### src/rtl/ctrl_pkg.sv
// Shared definitions for the pipeline hazard / memory-wait control slice.
package ctrl_pkg;

  typedef logic [1:0] state_t;

  localparam state_t ST_IDLE = 2'd0;
  localparam state_t ST_WAIT = 2'd1;
  localparam state_t ST_ERR  = 2'd2;

  localparam int STALL_CNT_W = 16;

endpackage

### src/rtl/mem_wait_fsm.sv
// Sequences multi-cycle data-memory accesses over a req/ready handshake and
// decodes the whole-pipeline stall; a timeout parks the FSM in ERR until reset.
module mem_wait_fsm
  import ctrl_pkg::*;
#(
  parameter int MEM_TIMEOUT = 64
) (
  input  logic clk,
  input  logic rst,
  input  logic mem_r_en,
  input  logic mem_w_en,
  input  logic sram_ready,
  output logic stall_all,
  output logic sram_req,
  output logic sram_we,
  output logic mem_err
);

  localparam int CW = $clog2(MEM_TIMEOUT);
  localparam logic [CW-1:0] WCNT_LAST = CW'(MEM_TIMEOUT - 1);

  state_t        state;
  state_t        state_nxt;
  logic [CW-1:0] wcnt;
  logic [CW-1:0] wcnt_nxt;
  logic          we_nxt;
  logic          stall;

  // Next-state, wait counter and stall decode
  always_comb begin
    state_nxt = state;
    wcnt_nxt  = wcnt;
    we_nxt    = sram_we;
    stall     = 1'b0;
    case (state)
      ST_IDLE: begin
        if (mem_r_en || mem_w_en) begin
          stall     = 1'b1;
          state_nxt = ST_WAIT;
          wcnt_nxt  = '0;
          we_nxt    = mem_w_en;
        end else begin
          we_nxt    = 1'b0;
        end
      end
      ST_WAIT: begin
        // ready releases the stall in the same cycle so the pipeline advances once
        if (sram_ready) begin
          state_nxt = ST_IDLE;
          we_nxt    = 1'b0;
        end else begin
          stall    = 1'b1;
          wcnt_nxt = wcnt + CW'(1);
          if (wcnt == WCNT_LAST) begin
            state_nxt = ST_ERR;
            we_nxt    = 1'b0;
          end else begin
            state_nxt = ST_WAIT;
          end
        end
      end
      ST_ERR: begin
        stall     = 1'b1;
        state_nxt = ST_ERR;
        we_nxt    = 1'b0;
      end
      default: begin
        state_nxt = ST_IDLE;
        we_nxt    = 1'b0;
      end
    endcase
  end

  assign stall_all = stall & ~rst;

  // State and registered handshake/error decodes
  always_ff @(posedge clk or posedge rst) begin
    if (rst) begin
      state    <= ST_IDLE;
      wcnt     <= '0;
      sram_req <= 1'b0;
      sram_we  <= 1'b0;
      mem_err  <= 1'b0;
    end else begin
      state    <= state_nxt;
      wcnt     <= wcnt_nxt;
      sram_req <= (state_nxt == ST_WAIT);
      sram_we  <= we_nxt;
      mem_err  <= (state_nxt == ST_ERR);
    end
  end

endmodule

### src/rtl/pipe_hazard_ctrl.sv
// Five-stage pipeline control: RAW hazard detection, branch flush, memory-wait
// stall and a saturating stall-cycle counter.
module pipe_hazard_ctrl
  import ctrl_pkg::*;
#(
  parameter int FWD_EN      = 0,
  parameter int MEM_TIMEOUT = 64
) (
  input  logic                   clk,
  input  logic                   rst,
  input  logic [3:0]             id_src1,
  input  logic [3:0]             id_src2,
  input  logic                   id_src1_vld,
  input  logic                   id_src2_vld,
  input  logic                   ex_wb_en,
  input  logic                   ex_mem_r_en,
  input  logic [3:0]             ex_dest,
  input  logic                   mem_wb_en,
  input  logic [3:0]             mem_dest,
  input  logic                   mem_r_en,
  input  logic                   mem_w_en,
  input  logic                   branch_taken,
  input  logic                   sram_ready,
  output logic                   freeze_pc,
  output logic                   freeze_if_id,
  output logic                   flush_if_id,
  output logic                   bubble_id_ex,
  output logic                   stall_all,
  output logic                   sram_req,
  output logic                   sram_we,
  output logic                   mem_err,
  output logic [STALL_CNT_W-1:0] stall_cnt
);

  logic ex_match;
  logic mem_match;
  logic haz;

  // WB-stage writes are not compared: the register file writes on the opposite edge
  assign ex_match  = (id_src1_vld & (id_src1 == ex_dest)) | (id_src2_vld & (id_src2 == ex_dest));
  assign mem_match = (id_src1_vld & (id_src1 == mem_dest)) | (id_src2_vld & (id_src2 == mem_dest));
  assign haz = (FWD_EN != 0) ? (ex_wb_en & ex_mem_r_en & ex_match)
                             : ((ex_wb_en & ex_match) | (mem_wb_en & mem_match));

  mem_wait_fsm #(
    .MEM_TIMEOUT (MEM_TIMEOUT)
  ) u_mem_wait_fsm (
    .clk        (clk),
    .rst        (rst),
    .mem_r_en   (mem_r_en),
    .mem_w_en   (mem_w_en),
    .sram_ready (sram_ready),
    .stall_all  (stall_all),
    .sram_req   (sram_req),
    .sram_we    (sram_we),
    .mem_err    (mem_err)
  );

  // Priority: memory stall, then branch flush, then hazard freeze
  always_comb begin
    freeze_pc    = 1'b0;
    freeze_if_id = 1'b0;
    flush_if_id  = 1'b0;
    bubble_id_ex = 1'b0;
    if (rst || stall_all) begin
      freeze_pc = 1'b0;
    end else if (branch_taken) begin
      flush_if_id  = 1'b1;
      bubble_id_ex = 1'b1;
    end else if (haz) begin
      freeze_pc    = 1'b1;
      freeze_if_id = 1'b1;
      bubble_id_ex = 1'b1;
    end else begin
      bubble_id_ex = 1'b0;
    end
  end

  // Saturating count of stalled/frozen cycles
  always_ff @(posedge clk or posedge rst) begin
    if (rst) begin
      stall_cnt <= '0;
    end else if ((stall_all || freeze_pc) && (stall_cnt != {STALL_CNT_W{1'b1}})) begin
      stall_cnt <= stall_cnt + STALL_CNT_W'(1);
    end else begin
      stall_cnt <= stall_cnt;
    end
  end

endmodule
### config.mk
export PLATFORM = sky130hd
export DESIGN_NAME = pipe_hazard_ctrl
export DESIGN_NICKNAME = d
export VERILOG_FILES = /design/src/rtl/ctrl_pkg.sv /design/src/rtl/mem_wait_fsm.sv /design/src/rtl/pipe_hazard_ctrl.sv
export SDC_FILE = /design/constraint.sdc
export NUM_CORES = 1
export LEC_CHECK = 0
export CAP_MARGIN = 20
export CORE_ASPECT_RATIO = 1.1
export CORE_MARGIN = 4
export CORE_UTILIZATION = 45
export DETAILED_ROUTE_END_ITERATION = 8
export PLACE_DENSITY = 0.84
export SYNTH_ARGS = -nofsm -noshare
export SYNTH_HDL_FRONTEND = slang
export SYNTH_HIERARCHICAL = 1
export SYNTH_SLANG_ARGS = --single-unit
### constraint.sdc
create_clock -name clk -period 4.96 [get_ports clk]
set_input_delay 0.992 -clock clk [delete_from_list [all_inputs] [get_ports clk]]
set_output_delay 0.992 -clock clk [all_outputs]
set_load 0.05 [all_outputs]
==> impl_metrics.toml, run 1 <==
[synthesis]
synth_warnings = 6
synth_top_area_frac = 0.422
postSynth.asyncResetShare = 1.00
synth_area_leaders = "dfrtp_1 (42%), xor2_1 (8.8%), mux2_2 (4.2%), xnor2_1 (3.8%), nand3_1 (3.1%)"
synth_seq_cells = 27
synth_edf_count = 0
yosysUniqueCellTypes = 46
syn-cell-area_um2 = 1600
seq_area_frac_synth = 0.422
ys.flop_type = "dfrtp_1"
postSynthCellCount = 160
syn_nets = 189
netlist.top_cell.by_area = "dfrtp_1"
avgSynthCellArea_um2 = 10.0

[routing]
postRouteAntennaNets = 0
routedWlPerCell_um = 14.2
drc = 0
wl_um = 3650
vias = 1381
first_pass_iters = 4
viasPerCell = 5.35
drt-initial-drc-count = 120

[cts]
cts_resized = 0
cts_root_buffer = "clkbuf_4"
path_clk_slew_ps = 150
cts_hold_buf = 0
clkLatencyLatePin_ps = 320
cts_setup_buffers = 0
clk_path_buf_depth = 2
clkSinkCount = 27
cts_tree = "built"
numCtsBuffers = 3
htreeDepth = 1

[sta]
setup_tns_ps = 0
fin_crit_ps = 4240
hold_viol_final = 0
max_slew_margin = 0.529
period_share = 0.855
timing_worst_slew_pin_value_ps = 705
grt_setup_unrepaired = "no"
fmax_ghz = 0.236
skew_ps = 7.62
timing.hold.ws_ps = 515
setup_viol = 0
finalWorstSetupSlack_ps = 717
drv_slew = 0

[critical_path]
crit_required_ps = 3970
end_kind = "output port"
cp_max_fo = 4
startpoint_type = "primary input"
critPathArrivalTime_ps = 3250
critical_path_class = "in -> out"

[run]
max_cap_viol_count = 0

[placed_design]
place_area_um2 = 2130
hpwlAfterDp_um = 2940
dp.cells = 254
place.gp.congestion = 0.865
port_buffers = 49
dp_slack_ps = 694

[global_route]
grt_first_pass_wirelength_um = 6370
overflow = 0
grt_use_total = 0.170
grt_pass1_vias = 1423
grt_max_degree = 19
antenna_found_initial = 0

[finish]
nFillCells = 295
drive_gt1_frac = 0.0952
post-route-util = 0.639
final_cell_mix = "clkdlybuf4s50_1 (49), dfrtp_1 (27), xor2_1 (16), nand2_1 (13), nand3_1 (10)"
nets = 240
antennaDiodeCount = 0
final_cell_area_um2 = 2160
syn_to_final_growth_pct = 35.0
final_common_cell = "clkdlybuf4s50_1"
final_cells = 258

[pwr]
ir_worst_vdd_mv = 0.298
power_uw = 766
p_leak_nw = 0.854
pwr_density_cell_nw_per_um2 = 354

[floorplan]
io_pins = 51
num_rows = 22
initial_core_util = 0.473
core_area_um2 = 3390
fp.dieH_um = 70.6
die-width_um = 64.9
die_area_um2 = 4580

[hold_path]
hold_path_class = "reg -> reg"

[run_status]
status = "finished, final reports clean"
==> state kept, by name (all words and copies together) (netlist names) <==
name                     count
u_mem_wait_fsm/sram_we       1
u_mem_wait_fsm/sram_req      1
u_mem_wait_fsm/state         2
u_mem_wait_fsm/mem_err       1
u_mem_wait_fsm/wcnt          6
stall_cnt                   16
==> worst max-delay path, cell delays in order <==
cell and delay (ps):
clkdlybuf4s50_1 450, xor2_1 170, nor3_1 220, nand4_1 120
and4_4 210, a211oi_1 230, clkdlybuf4s50_1 850
==> report_power, final <==
part / switching (mW) / leakage [nW] / total (mW) / internal, mW
Combinational: 0.210 / 0.489 / 0.348 / 0.139
Clock: 0.0656 / 0.0139 / 0.0963 / 0.0307
Sequential: 0.0564 / 0.352 / 0.321 / 0.265
==> cell usage after synthesis, drive strengths merged, types with 3 or more instances <==
library cell and number:
buf 3, dfrtp 27, xor2 16, o31ai 3
nor2 7, o21ai 6, xnor2 7, nand3 11
nand2 13, or2 3, nand4 7, mux2 6
nor3 10, inv 6, and3 4
==> cell families (layout without fill, tap and decap cells) <==
| kind of cell | Yosys count | count (layout) | share of synthesized area |
|---|---|---|---|
| buf+inv | 10 | 60 | 0.0312 |
| mux | 8 | 8 | 0.0547 |
| fa+ha+maj | 2 | 2 | 0.0156 |
| simple gates | 63 | 63 | 0.230 |
| flops | 27 | 27 | 0.422 |
| compound gates | 27 | 27 | 0.121 |
| xor+xnor | 23 | 23 | 0.126 |
==> worst paths after layout <==
check	from	to	slack (ps)	depth (start not counted)
max in group asynchronous	rst	u_mem_wait_fsm/wcnt[2]	3630	2
worst min register to register	u_mem_wait_fsm/wcnt[3]	u_mem_wait_fsm/wcnt[3]	520	1
worst max register to register	u_mem_wait_fsm/state[0]	stall_cnt[1]	2410	7
min in group asynchronous	rst	u_mem_wait_fsm/sram_we	1030	2
worst min-delay path	u_mem_wait_fsm/wcnt[3]	u_mem_wait_fsm/wcnt[3]	520	1
worst max-delay path	ex_dest[3]	bubble_id_ex	720	7
==> routing by layer <==
| layer | vias up | wire, um | GRT usage |
|---|---|---|---|
| met5 | - | 0 | 0 |
| met4 | 0 | 47 | 0.0329 |
| met3 | 4 | 108 | 0.0222 |
| met2 | 29 | 1940 | 0.300 |
| met1 | 659 | 1560 | 0.222 |
| li1 | 689 | - | - |
==> area by class of cell <==
class,count,area [um2],share of cell area
inverter,6,22.5,0.0104
tap,48,60.1,0.0278
multi-input combinational,123,876,0.405
clock inverter,1,7.51,0.00347
sequential,27,676,0.313
clock buffer,3,22.5,0.0104
timing repair buffer,50,498,0.230
No activity file was read; power rests on OpenSTA's default activity.
==> inputs of run 2 (changes only) <==
GPL_TIMING_DRIVEN = 0   (was unset)
==> run 2 against run 1 <==
Utilization increased by 0.52 points. Worst setup slack worse by 37 ps. Critical path depth rose by 1. Cell count rose by 1.2%. Combinational power rose by 1%. Clock skew shrank 4.4 ps. Power increased by 0.34%.
==> impl_metrics.toml, run 2 (same netlist as run 1, synthesis figures left out) <==
[routing]
vias = 1415
postRouteAntennaNets = 0
first_pass_iters = 3
viasPerCell = 5.42
drt-initial-drc-count = 68
routedWlPerCell_um = 14.6
wl_um = 3810
drc = 0

[global_route]
grt_max_degree = 19
grt_pass1_vias = 1449
antenna_found_initial = 0
grt_first_pass_wirelength_um = 6490
grt_use_total = 0.175
overflow = 0

[critical_path]
startpoint_type = "primary input"
r2r_start = "u_mem_wait_fsm/state[0]"
critPathArrivalTime_ps = 3290
cp_max_fo = 12
end_kind = "output port"
r2r_cells = 8
critical_path_class = "in -> out"
crit_start = "rst"
crit_required_ps = 3970

[finish]
nets = 243
syn_to_final_growth_pct = 36.1
final_cell_mix = "clkdlybuf4s50_1 (49), dfrtp_1 (27), xor2_1 (16), nand2_1 (13), nand3_1 (10)"
final_common_cell = "clkdlybuf4s50_1"
antennaDiodeCount = 0
largest_register_ffs = 16
drive_gt1_frac = 0.103
post-route-util = 0.644
reg_top3 = "stall_cnt x16, u_mem_wait_fsm/wcnt x6, u_mem_wait_fsm/state x2"
top_register = "stall_cnt"

[sta]
hold_viol_final = 0
timing_worst_slew_pin_value_ps = 679
setup_tns_ps = 0
max_slew_margin = 0.546
setup_viol = 0
skew_ps = 3.25
period_share = 0.863
fmax_ghz = 0.234
timing.hold.ws_ps = 500
drv_slew = 0
finalWorstSetupSlack_ps = 680
grt_setup_unrepaired = "no"
fin_crit_ps = 4280

[hold_path]
hold_path_class = "reg -> reg"
worstHoldStart = "u_mem_wait_fsm/wcnt[3]"
hold_depth = 1

[cts]
cts_hold_buf = 0
cts_root_buffer = "clkbuf_4"
clkSinkCount = 27
htreeDepth = 1
cts_resized = 0
cts_setup_buffers = 0
clkLatencyLatePin_ps = 320
clk_path_buf_depth = 2
cts_tree = "built"
path_clk_slew_ps = 140
numCtsBuffers = 3

[floorplan]
core_area_um2 = 3390
fp.dieH_um = 70.6
die-width_um = 64.9
initial_core_util = 0.473
io_pins = 51
die_area_um2 = 4580
num_rows = 22

[placed_design]
port_buffers = 49
dp_slack_ps = 629
hpwlAfterDp_um = 3020
place.gp.congestion = 0.865

[run]
max_cap_viol_count = 0

[pwr]
ir_worst_vdd_mv = 0.335
p_leak_nw = 0.869
pwr_density_cell_nw_per_um2 = 353

[run_status]
status = "finished, final reports clean"
[run 2: worst paths after layout]
check | slack, ps | end
max | 680 | freeze_pc
min | 500 | u_mem_wait_fsm/wcnt[3]
max reg2reg | 2310 | stall_cnt[7]
min reg2reg | 500 | u_mem_wait_fsm/wcnt[3]
max in group asynchronous | 3410 | stall_cnt[15]
min in group asynchronous | 1020 | u_mem_wait_fsm/state[1]
[run 2: final cells by class]
| class | count | area [um2] |
|---|---|---|
| repair buffers | 49 | 490 |
| clock inverters | 1 | 5.00 |
| well taps | 48 | 60.1 |
| clock buffers | 3 | 22.5 |
| flip-flops and latches | 27 | 676 |
| plain buffers | 4 | 27.5 |
| inverters | 6 | 22.5 |
| multi-input cells | 123 | 876 |
| fillers | 311 | 1210 |
[run 2: layer usage]
metal	part of all wire	routed length [um]	track usage	vias to the layer above
met3	0.025	95	0.0238	4
li1	-	-	-	696
met2	0.52	1980	0.310	23
met1	0.44	1680	0.227	692
met4	0.012	44	0.0399	0
met5	0	0	0	-
[run 2: metrics by stage]
| stage | power (mW) | instance area, um2 | instances |
|---|---|---|---|
| 3_5_place_dp | 0.679 | 2150 | 257 |
| 4_1_cts | 0.774 | 2180 | 261 |
| 5_1_grt | 0.814 | 2180 | 261 |
| 2_1_floorplan | 0.551 | 1600 | 160 |
| 6_report | 0.769 | 2180 | 261 |
| 3_3_place_gp | 0.674 | 2150 | 257 |
[run 2: worst max-delay path, cell delays in order]
cell	delay (ps)
clkdlybuf4s50_1	500
inv_1	230
o311a_1	220
inv_1	120
nand3_1	120
nor2_1	180
buf_4	130
clkdlybuf4s50_1	790
[run 2: power breakdown]
part           switching, mW  internal (mW)  total, mW
combinational          0.210          0.142      0.352
clock                 0.0647         0.0302     0.0950
sequential            0.0566          0.265      0.322
total                  0.332          0.437      0.769
==> inputs of run 3 (changes only) <==
DONT_BUFFER_PORTS = 1   (was unset)
GPL_TIMING_DRIVEN = 1   (was 0)
PLACE_DENSITY = 0.66   (was 0.84)
clock period = 3.99 ns   (was 4.96 ns; I/O delays follow)
==> run 3 against run 2 <==
Combinational power shrank 48%. Clock skew grew 3.5 ps. First-iteration DRC count shrank 16%. Critical endpoint is now freeze_if_id. Flip-flop and latch count is the same. Largest cell class unchanged. Routed wire length shrank 11%.
==> impl_metrics.toml, run 3 (same netlist as run 1, synthesis figures left out) <==
[finish]
final_cell_mix = "dfrtp_1 (27), xor2_1 (16), nand2_1 (13), nand3_1 (10), nor3_1 (8)"
drive_gt1_frac = 0.152
syn_to_final_growth_pct = 6.09
top_register = "stall_cnt"
antennaDiodeCount = 0
final_cells = 212
post-route-util = 0.502
final_common_cell = "dfrtp_1"
nFillCells = 323
final_cell_area_um2 = 1700
reg_top3 = "stall_cnt x16, u_mem_wait_fsm/wcnt x6, u_mem_wait_fsm/state x2"
nets = 194
largest_register_ffs = 16

[cts]
cts_tree = "built"
cts_setup_buffers = 0
numCtsBuffers = 3
cts_root_buffer = "clkbuf_4"
path_clk_slew_ps = 150
cts_resized = 0
clkLatencyLatePin_ps = 320
clk_path_buf_depth = 2
htreeDepth = 1
clkSinkCount = 27
cts_hold_buf = 0

[global_route]
overflow = 0
grt_use_total = 0.164
grt_pass1_vias = 1311
grt_first_pass_wirelength_um = 6080
grt_max_degree = 19
antenna_found_initial = 0

[sta]
period_share = 0.783
max_slew_margin = 0.523
fmax_ghz = 0.320
timing_worst_slew_pin_value_ps = 714
setup_tns_ps = 0
setup_viol = 0
skew_ps = 6.76
hold_viol_final = 0
fin_crit_ps = 3120
drv_slew = 0
grt_setup_unrepaired = "no"

[floorplan]
initial_core_util = 0.473
die-width_um = 64.9
num_rows = 22
io_pins = 51
die_area_um2 = 4580
core_area_um2 = 3390
fp.dieH_um = 70.6

[run_status]
status = "finished, final reports clean"

[critical_path]
r2r_cells = 8
max_stage_delay_ps = 470
r2r_slack_ps = 1290
critical_path_class = "reg -> out"
crit_required_ps = 3190
timing.critical_path.mode_cell = "buf_4"
worst-path-buf-inv = 3
r2r_start = "u_mem_wait_fsm/state[0]"
critPathTopFamily = "simple AND/OR/NAND/NOR gates"
startpoint_type = "flop"
worstPathCellList = "or2_2 -> o311a_1 -> buf_4 -> inv_1 -> nand3_1 -> nor2_2 -> buf_4"
reg2reg_to = "stall_cnt[9]"
end_kind = "output port"
cp_max_fo = 8
critPathArrivalTime_ps = 2330
cpMaxStageDelayCell = "dfrtp_1"

[routing]
viasPerCell = 6.05
routedWlPerCell_um = 16.0
vias = 1282
drc = 0
wl_um = 3390
postRouteAntennaNets = 0
drt-initial-drc-count = 57
first_pass_iters = 4

[placed_design]
place_area_um2 = 1670
port_buffers = 0
dp.cells = 208
place.gp.congestion = 0.850
hpwlAfterDp_um = 2700

[hold_path]
hold_path_class = "in -> async"

[run]
max_cap_viol_count = 0

[pwr]
pwr_density_cell_nw_per_um2 = 496
ir_worst_vdd_mv = 0.357
p_leak_nw = 0.690
power_uw = 842
==> run 3: worst max-delay path by stage <==
stage | cells after the start | to | slack [ps] | start
finish | 7 | freeze_if_id | 870 | u_mem_wait_fsm/state[0]
global placement | 7 | freeze_if_id | 1070 | rst
floorplan | 7 | freeze_pc | 510 | u_mem_wait_fsm/state[0]
detailed placement | 7 | freeze_if_id | 1040 | rst
global route | 7 | freeze_pc | 740 | u_mem_wait_fsm/state[0]
CTS | 7 | freeze_if_id | 850 | u_mem_wait_fsm/state[0]
==> run 3: through the flow <==
stage / setup WS (ps) / hold WS (ps)
detailed placement: 1040 / 491
CTS: 853 / 352
finish: 866 / 342
global route: 741 / 338
floorplan: 515 / 454
global placement: 1070 / 475
==> run 3: area by class of cell <==
type / count / area (um2) / share of cell area
Clock buffer: 3 / 22.5 / 0.0133
Clock inverter: 1 / 5.00 / 0.00295
Inverter: 6 / 22.5 / 0.0133
Multi-Input combinational cell: 123 / 883 / 0.520
Sequential cell: 27 / 676 / 0.398
Tap cell: 48 / 60.1 / 0.0353
Timing Repair Buffer: 4 / 30.0 / 0.0177
==> run 3: power by group <==
part	switching [mW]	internal, mW	total [mW]	leakage [nW]
Clock	0.0798	0.0375	0.117	0.0177
Combinational	0.0962	0.0865	0.183	0.321
Sequential	0.215	0.327	0.542	0.352
Total	0.391	0.451	0.842	0.690
==> run 3: layer usage <==
metal | GRT usage | routed length [um]
met1 | 0.180 | 1270
met2 | 0.307 | 1870
met3 | 0.0413 | 213
met4 | 0.0446 | 34
met5 | 0 | 0
